**src/rtl/fetch_stage.sv**
```systemverilog
// fetch_stage: PC, byte-wide instruction fetch and IF/ID register for one- and two-byte instructions
module fetch_stage #(
  parameter int ADDR_W = 8,
  parameter logic [ADDR_W-1:0] RESET_VEC = '0,
  parameter logic [3:0] LONG_OP = 4'd12
) (
  input  logic              clk,
  input  logic              rst,
  input  logic              pc_en,
  input  logic              if_id_en,
  input  logic              flush,
  input  logic              bt,
  input  logic [ADDR_W-1:0] branch_target,
  output logic [ADDR_W-1:0] imem_addr,
  input  logic [7:0]        imem_rdata,
  output logic [7:0]        if_id_instr,
  output logic [7:0]        if_id_imm,
  output logic [ADDR_W-1:0] if_id_pc_next,
  output logic              if_id_valid
);
  typedef enum logic {S_FETCH1, S_FETCH2} state_t;
  state_t state;
  logic [ADDR_W-1:0] pc, pc_inc;
  logic [7:0] hold, ld_instr, ld_imm;
  logic is_long, ld_valid;
  assign imem_addr = pc;
  always_comb begin
    pc_inc = pc + 1'b1;
    is_long = imem_rdata[7:4] == LONG_OP;
    ld_instr = state == S_FETCH2 ? hold : imem_rdata;
    ld_imm = state == S_FETCH2 ? imem_rdata : 8'h00;
    ld_valid = pc_en && (state == S_FETCH2 || !is_long);
  end
  always_ff @(posedge clk) begin
    if (rst) begin
      pc <= RESET_VEC;
      state <= S_FETCH1;
      hold <= 8'h00;
      if_id_instr <= 8'h00;
      if_id_imm <= 8'h00;
      if_id_pc_next <= '0;
      if_id_valid <= 1'b0;
    end else begin
      if (bt) begin
        pc <= branch_target;
        state <= S_FETCH1;
        hold <= 8'h00;
      end else if (pc_en) begin
        pc <= pc_inc;
        state <= (state == S_FETCH1 && is_long) ? S_FETCH2 : S_FETCH1;
        if (state == S_FETCH1 && is_long) hold <= imem_rdata;
      end
      // A loading edge with nothing complete to hand over becomes a bubble
      if (bt || flush || (if_id_en && !ld_valid)) begin
        if_id_instr <= 8'h00;
        if_id_imm <= 8'h00;
        if_id_valid <= 1'b0;
      end else if (if_id_en) begin
        if_id_instr <= ld_instr;
        if_id_imm <= ld_imm;
        if_id_pc_next <= pc_inc;
        if_id_valid <= 1'b1;
      end
    end
  end
endmodule

```
**config.mk**
```make
export PLATFORM = sky130hd
export DESIGN_NAME = fetch_stage
export DESIGN_NICKNAME = d
export VERILOG_FILES = /design/src/rtl/fetch_stage.sv
export SDC_FILE = /design/constraint.sdc
export NUM_CORES = 1
export LEC_CHECK = 0
export ABC_CLOCK_PERIOD_IN_PS = 1400
export BUFFER_PORTS_ARGS = -buffer_cell sky130_fd_sc_hd__buf_2
export CORE_MARGIN = 3
export CORE_UTILIZATION = 45
export CTS_CLUSTER_DIAMETER = 100
export DETAILED_ROUTE_END_ITERATION = 10
export HOLD_SLACK_MARGIN = 0.02
export MAX_ROUTING_LAYER = met4
export PLACE_DENSITY = 0.74
export SYNTH_ARGS = -nofsm -noshare
export SYNTH_HDL_FRONTEND = slang
export SYNTH_SLANG_ARGS = --single-unit
```
**constraint.sdc**
```tcl
create_clock -name clk -period 1.4 [get_ports clk]
set_clock_uncertainty 0.15 [all_clocks]
set_input_delay 0.14 -clock clk [delete_from_list [all_inputs] [get_ports clk]]
set_output_delay 0.14 -clock clk [all_outputs]
set_load 0.01 [all_outputs]
```
==> flow_metrics.tcl <==
set metrics [dict create \
    status "finished, violations left" \
    min_period_ns 1.50 \
    critPathKind "flip-flop to flip-flop" \
    die-area_sq_mm 0.00488 \
    setup_tns_ns -1.78 \
    vias 1628 \
    place_ws_ns -0.104 \
    area_growth_pct 40.6 \
    setup_viol 27 \
    relSlewSlack 0.747 \
    synthDistinctLibCells 30 \
    busiest_layer "met1" \
    ys_seq_elements 42 \
    numCtsBuffers 5 \
    synthCells 200 \
    grt_pass1_wl_mm 7.29 \
    cap_violations 0 \
    slowest_stage "dfxtp_2" \
    final_common_cell "buf_2" \
    post_drt_wl_per_cell_um 14.0 \
    num_antenna_cells 0 \
    p_total_mw 2.56 \
    power_leakage_nw 1.15 \
    dp_cells 307 \
    met3_usage 0.0518 \
    max_stage_delay_ns 0.34 \
    cp-start-kind "flip-flop" \
    crit_path_cell_trace "nor4b_4 > a21o_1 > a211o_1 > buf_6 > a211oi_1" \
    use_met2 0.267 \
    timing.rr.end "if_id_instr[0]" \
    final_cell_mix "buf_2, nor2_1, dfxtp_1" \
    startpoint "state" \
    die-width_um 69.9 \
    drive_gt1_frac 0.375 \
    max-clock-path-buffers 2 \
    root_buffer "clkbuf_8" \
    initial_utilization 0.484 \
    worst_ep_arrival_time_ns 1.53 \
    r2r_cells 5 \
    final_cells 331 \
    nets 305 \
    hold_class "input pin to flip-flop" \
    route.detailed.drc 0 \
    synth_area_per_cell_sq_um 9.18 \
    grtUsageTotal 0.191 \
    num_rows 22 \
    worst_ep_required_time_ns 1.43 \
    die_y_um 69.9 \
    use_met1 0.269 \
    grt_pass1_vias 1476 \
    drtAntennaViolNets 0 \
    dp_hpwl_mm 3.02 \
    crit_path_end "if_id_instr[0]" \
    synth_top_area_share 0.458 \
    worstSkewPairLatency_ns 0.29 \
    violations "negative setup slack" \
    synth-seq-area-share 0.458 \
    pin_count 55 \
    cts_max_level 2 \
    drt_first_iter_violations 89 \
    cts.sinks 42 \
    io_buffers 54 \
    worst-path-max-fanout 11 \
    hold_violations 0 \
    antenna_found_initial 0 \
    grt_max_degree 19 \
    synth_fp_nets 223 \
    routabilityCongestion 0.805 \
    ir_drop_uv 618 \
    mappedNetlistArea_sq_mm 0.00184 \
    worst_slack_ns -0.0963 \
    power_density_mw_per_mm2 990 \
    tritoncts "yes" \
    core-area_sq_mm 0.00380 \
    wl_mm 4.62 \
    tightest_slew_ns 0.378 \
    routed_via_density 4.92 \
    grt-ovfl-total 0 \
    placed_area_sq_mm 0.00225 \
    synthTopCellsByArea "dfxtp_1, mux2i_1, nor2_1" \
    final_area_sq_mm 0.00258 \
    slew_violations 0 \
    synth_top_cell_by_area "dfxtp_1" \
    r2r_setup_slack_ns -0.1 \
    max_freq_mhz 668 \
    firstDrtPassIters 4 \
    yosysWarnings 0 \
    fin_crit_sh 1.07 \
    worstSetupEndpointType "flip-flop" \
    reg2reg_from "state" \
    clk_pin_slew_ns 0.08 \
    rsz0062_at_grt "true" \
]
-- critical path, delay by kind of cell (launching register included) --
family	cells	cell delay (ns)
compound gates	3	0.40
buf+inv	1	0.17
flops	1	0.34
simple gates	1	0.31
-- area by class of cell --
class                      instances  area (sq um)
tap                               48          60.1
fill                             300          1220
sequential                        42           852
inverter                           6          22.5
multi-input combinational        136           951
clock inverter                     1          30.0
timing repair buffer              91           591
clock buffer                       7          76.3
-- worst min path at each step --
stage | start | endpoint | slack (ns) | cells past startpoint
final | branch_target[5] | imem_addr[5] | 0.02 | 4
after global routing | branch_target[5] | imem_addr[5] | 0.06 | 4
after CTS | branch_target[6] | imem_addr[6] | 0.02 | 4
after detailed placement | branch_target[1] | imem_addr[1] | 0.23 | 3
after global placement | branch_target[0] | imem_addr[0] | 0.22 | 3
after floorplan | branch_target[0] | imem_addr[0] | 0.13 | 2
-- through the flow --
step                       util  hold slack, ns
after floorplan               -           0.133
after detailed placement  0.593           0.229
final                     0.680          0.0230
after global placement    0.593           0.221
after CTS                 0.661          0.0214
after global routing      0.680          0.0576
-- Yosys cell counts (all sizes together) --
cell      n
inv       6
ha        1
nand4bb   1
clkbuf    5
nor3      1
o21a      3
o211a     1
nor2     42
and2      1
xnor2     8
dfxtp    42
a211oi   15
and3      2
or2       1
buf      11
a21oi    16
a211o     1
mux2i    17
nor4b     1
nand3     5
nor2b     7
xor2      5
a21o      1
nand2     3
nand4     3
nand2b    1
-- layer usage --
| metal | up-vias | part of all wire |
|---|---|---|
| met2 | 48 | 0.44 |
| met3 | 6 | 0.060 |
| met1 | 732 | 0.49 |
| met5 | - | 0 |
| met4 | 0 | 0.013 |
| li1 | 842 | - |
-- sequential cells by signal (all words and copies together) (netlist names) --
name           cells
if_id_instr        8
state              1
if_id_imm          8
imem_addr          8
if_id_valid        1
if_id_pc_next      8
hold               8
-- report_power, final --
part / leakage (nW) / total, mW / switching [mW] / internal, mW
Clock: 0.0524 / 0.946 / 0.413 / 0.534
Combinational: 0.752 / 0.353 / 0.174 / 0.179
Sequential: 0.344 / 1.26 / 0.0326 / 1.23
-- cells by family (layout without fill, tap and decap cells) --
group	count (synthesis)	after routing	share of synthesized area
XOR/XNOR	13	13	0.0620
flip-flops	42	42	0.458
multiplexers	17	17	0.0926
buffers and inverters	22	105	0.0647
AND/OR/NAND/NOR	68	68	0.174
AO/OA/AOI/OAI	37	37	0.142
adder cells (fa/ha/maj)	1	1	0.00681
-- timing repair --
item | CTS | global route
setup endpoints to repair | 33 | 37
resized for setup | 8 | 12
buffers inserted | 1 | 4
endpoints found under the hold margin | 15 | 0
hold buffers | 11 | 0
pin swaps | 0 | 8
Power figures use the tool's default switching activity.
